[config.mk]
export PLATFORM = sky130hd
export DESIGN_NAME = conv_ofmap_writer
export DESIGN_NICKNAME = d
export VERILOG_FILES = /design/src/rtl/conv_out_pkg.sv /design/src/rtl/wrap_counter.sv /design/src/rtl/conv_ofmap_writer.sv
export SDC_FILE = /design/constraint.sdc
export NUM_CORES = 1
export LEC_CHECK = 0
export BUFFER_PORTS_ARGS = -buffer_cell sky130_fd_sc_hd__buf_2
export CORE_MARGIN = 1.5
export CORE_UTILIZATION = 32
export CTS_BUF_LIST = sky130_fd_sc_hd__clkbuf_8
export DETAILED_ROUTE_END_ITERATION = 6
export PLACE_DENSITY_LB_ADDON = 0.1
export SLEW_MARGIN = 10
export SYNTH_ARGS = -nofsm -noshare
export SYNTH_HDL_FRONTEND = slang
export SYNTH_HIERARCHICAL = 1
export SYNTH_SLANG_ARGS = --single-unit
[constraint.sdc]
create_clock -name clk -period 3.65 [get_ports clk]
set_input_delay 0.365 -clock clk [delete_from_list [all_inputs] [get_ports clk]]
set_output_delay 0.365 -clock clk [all_outputs]
set_load 0.05 [all_outputs]
[src/rtl/conv_out_pkg.sv]
// conv_out_pkg: shared types and constant helpers for the convolution
// output-feature-map writer.
//   state_t  - writer FSM states
//   plane()  - words per channel plane (OUT_W*OUT_H)
//   cnt_w()  - counter width for a 0..max-1 counter
//   sat_hi() / sat_lo() - signed storage limits for a given word width
package conv_out_pkg;

  typedef enum logic [1:0] {
    IDLE  = 2'd0,
    RUN   = 2'd1,
    DRAIN = 2'd2,
    FIN   = 2'd3
  } state_t;

  localparam int OFM_DATA_W = 16;

  function automatic int plane(input int w, input int h);
    return w * h;
  endfunction

  function automatic int cnt_w(input int max);
    return (max > 1) ? $clog2(max) : 1;
  endfunction

  function automatic longint sat_hi(input int dw);
    return (longint'(1) << (dw - 1)) - longint'(1);
  endfunction

  function automatic longint sat_lo(input int dw);
    return -(longint'(1) << (dw - 1));
  endfunction

  localparam longint SAT_HI = sat_hi(OFM_DATA_W);
  localparam longint SAT_LO = sat_lo(OFM_DATA_W);

endpackage

[src/rtl/wrap_counter.sv]
// wrap_counter: modulo-MAX up counter.
//   clk, rst - clock, synchronous active-high reset
//   clr      - synchronous clear to 0
//   en       - advance by one
//   cnt      - current count, 0..MAX-1
//   wrap     - combinational: en while cnt is at MAX-1
module wrap_counter
  import conv_out_pkg::*;
#(
  parameter int MAX = 4
) (
  input  logic                  clk,
  input  logic                  rst,
  input  logic                  clr,
  input  logic                  en,
  output logic [cnt_w(MAX)-1:0] cnt,
  output logic                  wrap
);

  localparam int W = cnt_w(MAX);
  localparam logic [W-1:0] LAST = W'(MAX - 1);

  assign wrap = (cnt == LAST) && en;

  always_ff @(posedge clk) begin
    if (rst || clr) begin
      cnt <= '0;
    end else if (en) begin
      cnt <= wrap ? '0 : cnt + W'(1);
    end
  end

endmodule

[src/rtl/conv_ofmap_writer.sv]
// conv_ofmap_writer: write-back end of the convolution datapath.
// Accepts channel-fastest accumulator results, saturates (and optionally
// rectifies) them, and writes them channel-planar (C,H,W) from base_addr.
//   start/base_addr/relu_en - begin a volume (honoured only when idle)
//   in_valid/in_data/in_ready - accumulator result stream
//   mem_we/mem_addr/mem_wdata - registered memory write port
//   busy - not idle; done - one-cycle volume-complete pulse
module conv_ofmap_writer
  import conv_out_pkg::*;
#(
  parameter int OUT_W  = 6,
  parameter int OUT_H  = 6,
  parameter int OUT_C  = 4,
  parameter int ACC_W  = 32,
  parameter int DATA_W = 16,
  parameter int ADDR_W = 10
) (
  input  logic              clk,
  input  logic              rst,
  input  logic              start,
  input  logic [ADDR_W-1:0] base_addr,
  input  logic              relu_en,
  input  logic              in_valid,
  input  logic [ACC_W-1:0]  in_data,
  output logic              in_ready,
  output logic              mem_we,
  output logic [ADDR_W-1:0] mem_addr,
  output logic [DATA_W-1:0] mem_wdata,
  output logic              busy,
  output logic              done
);

  localparam int PLANE = plane(OUT_W, OUT_H);
  localparam int CH_W  = cnt_w(OUT_C);
  localparam int COL_W = cnt_w(OUT_W);
  localparam int ROW_W = cnt_w(OUT_H);

  localparam logic [ADDR_W-1:0] PLANE_A = ADDR_W'(PLANE);
  localparam logic [CH_W-1:0]   CH_LAST  = CH_W'(OUT_C - 1);
  localparam logic [COL_W-1:0]  COL_LAST = COL_W'(OUT_W - 1);
  localparam logic [ROW_W-1:0]  ROW_LAST = ROW_W'(OUT_H - 1);

  localparam logic signed [ACC_W-1:0]  HI_A = ACC_W'(sat_hi(DATA_W));
  localparam logic signed [ACC_W-1:0]  LO_A = ACC_W'(sat_lo(DATA_W));
  localparam logic signed [DATA_W-1:0] HI_D = DATA_W'(sat_hi(DATA_W));
  localparam logic signed [DATA_W-1:0] LO_D = DATA_W'(sat_lo(DATA_W));

  function automatic logic signed [DATA_W-1:0] sat_relu(
    input logic signed [ACC_W-1:0] x,
    input logic                    relu
  );
    logic signed [DATA_W-1:0] y;
    if (x > HI_A)      y = HI_D;
    else if (x < LO_A) y = LO_D;
    else               y = x[DATA_W-1:0];
    if (relu && y[DATA_W-1]) y = '0;
    return y;
  endfunction

  state_t            state;
  logic [ADDR_W-1:0] base_lat;
  logic              relu_lat;

  logic [ADDR_W-1:0] ch_off;
  logic [ADDR_W-1:0] pos;

  logic [CH_W-1:0]   ch_cnt;
  logic [COL_W-1:0]  col_cnt;
  logic [ROW_W-1:0]  row_cnt;
  logic              ch_wrap;
  logic              col_wrap;
  logic              row_wrap;

  logic              acc;
  logic              start_acc;
  logic              last;

  logic                     vld_p1;
  logic [ADDR_W-1:0]        addr_p1;
  logic signed [DATA_W-1:0] wdata_p1;

  assign acc       = in_valid && in_ready;
  assign start_acc = start && (state == IDLE);
  assign last      = acc && (ch_cnt == CH_LAST) && (col_cnt == COL_LAST) &&
                     (row_cnt == ROW_LAST);

  wrap_counter #(.MAX(OUT_C)) u_ch (
    .clk(clk), .rst(rst), .clr(start_acc), .en(acc),
    .cnt(ch_cnt), .wrap(ch_wrap)
  );

  wrap_counter #(.MAX(OUT_W)) u_col (
    .clk(clk), .rst(rst), .clr(start_acc), .en(ch_wrap),
    .cnt(col_cnt), .wrap(col_wrap)
  );

  wrap_counter #(.MAX(OUT_H)) u_row (
    .clk(clk), .rst(rst), .clr(start_acc), .en(col_wrap),
    .cnt(row_cnt), .wrap(row_wrap)
  );

  // Control FSM; in_ready/busy/done are registered alongside the state.
  always_ff @(posedge clk) begin
    if (rst) begin
      state    <= IDLE;
      in_ready <= 1'b0;
      busy     <= 1'b0;
      done     <= 1'b0;
      base_lat <= '0;
      relu_lat <= 1'b0;
    end else begin
      done <= 1'b0;
      case (state)
        IDLE: begin
          if (start) begin
            state    <= RUN;
            in_ready <= 1'b1;
            busy     <= 1'b1;
            base_lat <= base_addr;
            relu_lat <= relu_en;
          end
        end
        RUN: begin
          if (last) begin
            state    <= DRAIN;
            in_ready <= 1'b0;
          end
        end
        DRAIN: begin
          state <= FIN;
          done  <= 1'b1;
        end
        FIN: begin
          state <= IDLE;
          busy  <= 1'b0;
        end
        default: begin
          state    <= IDLE;
          in_ready <= 1'b0;
          busy     <= 1'b0;
        end
      endcase
    end
  end

  // Incremental address terms: ch_off = ch*PLANE, pos = row*OUT_W + col.
  always_ff @(posedge clk) begin
    if (rst || start_acc) begin
      ch_off <= '0;
      pos    <= '0;
    end else if (acc) begin
      ch_off <= ch_wrap ? '0 : ch_off + PLANE_A;
      if (row_wrap)     pos <= '0;
      else if (ch_wrap) pos <= pos + ADDR_W'(1);
    end
  end

  // ---- stage p1: registered memory write ----
  always_ff @(posedge clk) begin
    if (rst) begin
      vld_p1   <= 1'b0;
      addr_p1  <= '0;
      wdata_p1 <= '0;
    end else begin
      vld_p1 <= acc;
      if (acc) begin
        addr_p1  <= base_lat + ch_off + pos;
        wdata_p1 <= sat_relu(in_data, relu_lat);
      end
    end
  end

  assign mem_we    = vld_p1;
  assign mem_addr  = addr_p1;
  assign mem_wdata = wdata_p1;

endmodule

==> flow_summary.yaml <==
cells_and_area:
  synthToLayoutAreaGrowth_pct: 20.35
  antenna_cells: 0
  drive_gt1_share_pct: 26.37
  n_fill_cell: 1102
  seqCellArea_um2: 1381
  multi_input_comb_area_um2: 2029
  finalNetCount: 546
detailed_routing:
  dr.pass1.iters: 4
  drcViolationCount: 0
  drtIter0Drc: 125
  ant_nets: 0
  wl_per_cell_um: 14.48
  vias: 2974
  drt-vias-per-instance: 4.844
  routed_wirelength_um: 8892
floorplanning:
  ios: 77
  die_width_um: 108.1
  initial_core_util_pct: 32.75
  core-area_um2: 10790
  rows: 38
  fp.dieH_um: 108.1
  dieArea_um2: 11690
worst_setup_path:
  worst_r2r_endpoint: "ch_off[3]$_SDFFE_PP0P_"
  cp-end-kind: "flip-flop"
  cp.arrival_ps: 2830
  required_ps: 3940
  r2r_slack_ps: 1110
  critPathKind: "flip-flop to flip-flop"
  startpoint_type: "flip-flop"
  worst-r2r-cell-count: 7
  crit_fanout: 19
  r2r_start: "state[0]$_SDFFE_PP0P_"
synthesis:
  synth-seq-cells: 69
  synth.cell_area_um2: 3535
  syn_nets: 472
  synth_edf_count: 0
  async_reset_ff_share_pct: 0
  synth.avg_cell_area_um2: 8.948
  synth-seq-area-share_pct: 39.08
  yosysWarnings: 6
  ys.flop_type: "dfxtp_1"
  yosysUniqueCellTypes: 56
  syn_inst: 395
sta:
  finClkSkew_ps: 16.34
  finalCritPeriodShare_pct: 69.58
  finalCriticalPeriod_ps: 2540
  report.final.slew_viol_count: 0
  max_slew.worst_pin.slew_ps: 975.8
  setup_viol: 0
  setup_tns_ps: 0
  whs_ps: 244.1
  max_freq_mhz: 393.8
  rsz0062_at_grt: "false"
  relSlewSlack_pct: 34.94
  hold_violations: 0
pwr:
  vdd.ir_drop.worst_mv: 0.3312
  power_density_nw_per_um2: 525.5
  leakage_nw: 1.783
global_routing:
  grt_pass1_wl_um: 14680
  grt_pass1_vias: 3023
  antenna_found_initial: 0
  overflow: 0
  grtUsageTotal_pct: 16.41
  grt_max_degree: 42
clock_tree:
  numCtsBuffers: 9
  cts_setup_buffers: 0
  cts_hold_buf: 0
  tritoncts: "built"
  root_buffer: "clkbuf_8"
  postCtsResizedCells: 0
  clock_latency_ps: 360
  clkTransAtPathRegs_ps: 80
  clock_path_buffers: 2
  htree_num_levels: 3
  cts_sinks: 69
placement:
  io_buffers: 76
  gp_congestion: 0.7272
  dp_hpwl_um: 6468
run:
  cap_violations: 0
worst_hold_path:
  worstHoldPathCells: 3
  worst_hold_path_type: "input port to flip-flop"
  hold_start: "base_addr[4]"
  min_to: "base_lat[4]$_SDFFE_PP0P_"
run_status:
  status: "finished clean"
-- sequential cells by signal, summed over array words and instances (netlist names) --
name / count
mem_wdata: 16
u_col/cnt: 3
u_row/cnt: 3
mem_we: 1
state: 2
mem_addr: 10
u_ch/cnt: 2
ch_off: 8
relu_lat: 1
busy: 1
pos: 10
in_ready: 1
done: 1
base_lat: 10
-- cells by family (layout without fill, tap and decap cells) --
| family | after synthesis | count (layout) | synth area share, % |
|---|---|---|---|
| buffers and inverters | 27 | 106 | 3.717 |
| AND/OR/NAND/NOR | 150 | 150 | 20.11 |
| multiplexers | 3 | 3 | 0.8496 |
| AO/OA/AOI/OAI | 95 | 95 | 18.73 |
| flip-flops | 69 | 69 | 39.08 |
| XOR/XNOR | 21 | 21 | 5.204 |
| adder cells (fa/ha/maj) | 30 | 30 | 12.32 |
-- worst max-delay path by stage --
stage / end / slack, ps / start / cells past startpoint
2_1_floorplan: pos[5]$_SDFFE_PP0P_ / 530 / in_ready$_SDFFE_PP0P_ / 13
5_1_grt: ch_off[6]$_SDFFE_PP0P_ / 830 / state[0]$_SDFFE_PP0P_ / 7
6_report: ch_off[3]$_SDFFE_PP0P_ / 1110 / state[0]$_SDFFE_PP0P_ / 7
4_1_cts: ch_off[3]$_SDFFE_PP0P_ / 1090 / state[0]$_SDFFE_PP0P_ / 7
3_5_place_dp: ch_off[3]$_SDFFE_PP0P_ / 1110 / state[0]$_SDFFE_PP0P_ / 7
3_3_place_gp: pos[5]$_SDFFE_PP0P_ / 1200 / in_valid / 11
-- Yosys cell counts (2+ instances only) --
| master | n | area (um^2) |
|---|---|---|
| inv_1 | 10 | 37.54 |
| and3_1 | 3 | 18.77 |
| a21oi_1 | 32 | 160.2 |
| o21ai_0 | 8 | 40.04 |
| o21ai_1 | 7 | 35.03 |
| dfxtp_1 | 69 | 1381 |
| mux2i_1 | 3 | 30.03 |
| a311o_1 | 2 | 20.02 |
| clkbuf_1 | 6 | 22.52 |
| nor3_1 | 5 | 25.02 |
| a211oi_2 | 3 | 37.54 |
| a21oi_2 | 10 | 87.58 |
| a31oi_1 | 4 | 25.02 |
| o31a_1 | 2 | 17.52 |
| nor4b_1 | 3 | 26.28 |
| nand2b_1 | 2 | 12.51 |
| or4_1 | 2 | 15.01 |
| fa_1 | 8 | 160.2 |
| ha_1 | 22 | 275.3 |
| nand2_1 | 64 | 240.2 |
| nor2_1 | 40 | 150.1 |
| and3_2 | 2 | 15.01 |
| buf_2 | 3 | 15.01 |
| o21ai_2 | 10 | 87.58 |
| nor4_1 | 6 | 37.54 |
| nor3b_1 | 2 | 15.01 |
| xnor2_1 | 12 | 105.1 |
| xor2_1 | 9 | 78.83 |
| nand4b_1 | 3 | 26.28 |
| o211a_1 | 2 | 20.02 |
| buf_1 | 3 | 11.26 |
| a211oi_1 | 4 | 30.03 |
| clkbuf_2 | 2 | 10.01 |
| nor2b_1 | 3 | 18.77 |
| nand3_1 | 8 | 40.04 |
-- per-stage QoR --
| step | setup slack, ps | area (um^2) | util [%] | power [mW] | std cells |
|---|---|---|---|---|---|
| final | 1110 | 4254 | 39.42 | 2.235 | 614 |
| after global routing | 829.3 | 4254 | 39.42 | 2.380 | 614 |
| after CTS | 1094 | 4254 | 39.42 | 2.268 | 614 |
| after detailed placement | 1110 | 4030 | 37.34 | 1.551 | 598 |
| after global placement | 1197 | 4030 | 37.34 | 1.544 | 598 |
| after floorplan | 531.2 | 3535 | - | 1.367 | 395 |
-- layer usage --
metal	wire [um]	track usage, %	vias up
li1	-	-	1523
met1	4269	21.06	1394
met2	4170	26.72	49
met3	346	5.244	8
met4	105	4.041	0
met5	0	0	-
-- worst max-delay path, stage by stage, from the launching register on --
cell     delay (ps)
dfxtp_1         370
inv_1            90
ha_1            220
nand2_1         490
inv_1           550
nor2_1          320
nand2_1         250
a21oi_1         170
-- layout make-up --
cell class,instances,share of cell area (%)
clock buffer,10,3.235
clock inverter,6,2.029
inverter,11,0.9706
multi-input combinational,299,47.71
sequential,69,32.47
tap,140,4.118
timing repair buffer,79,9.471
-- cell usage in the layout (no fill, tap or decap), drive strengths merged, types with 9 or more instances in the layout --
master / synthesis / routed
dfxtp: 69 / 69
nand2: 64 / 64
inv: 11 / 11
buf: 8 / 79
nor2: 40 / 40
clkbuf: 8 / 10
ha: 22 / 22
xnor2: 12 / 12
o21ai: 25 / 25
xor2: 9 / 9
a21oi: 42 / 42
-- where the power goes --
group          internal [mW]  switching, mW  total (mW)
clock network          0.402          0.307       0.709
registers              0.830         0.0582       0.888
logic                  0.192          0.446       0.638
total                   1.42          0.811        2.24
Power figures use the tool's default switching activity.
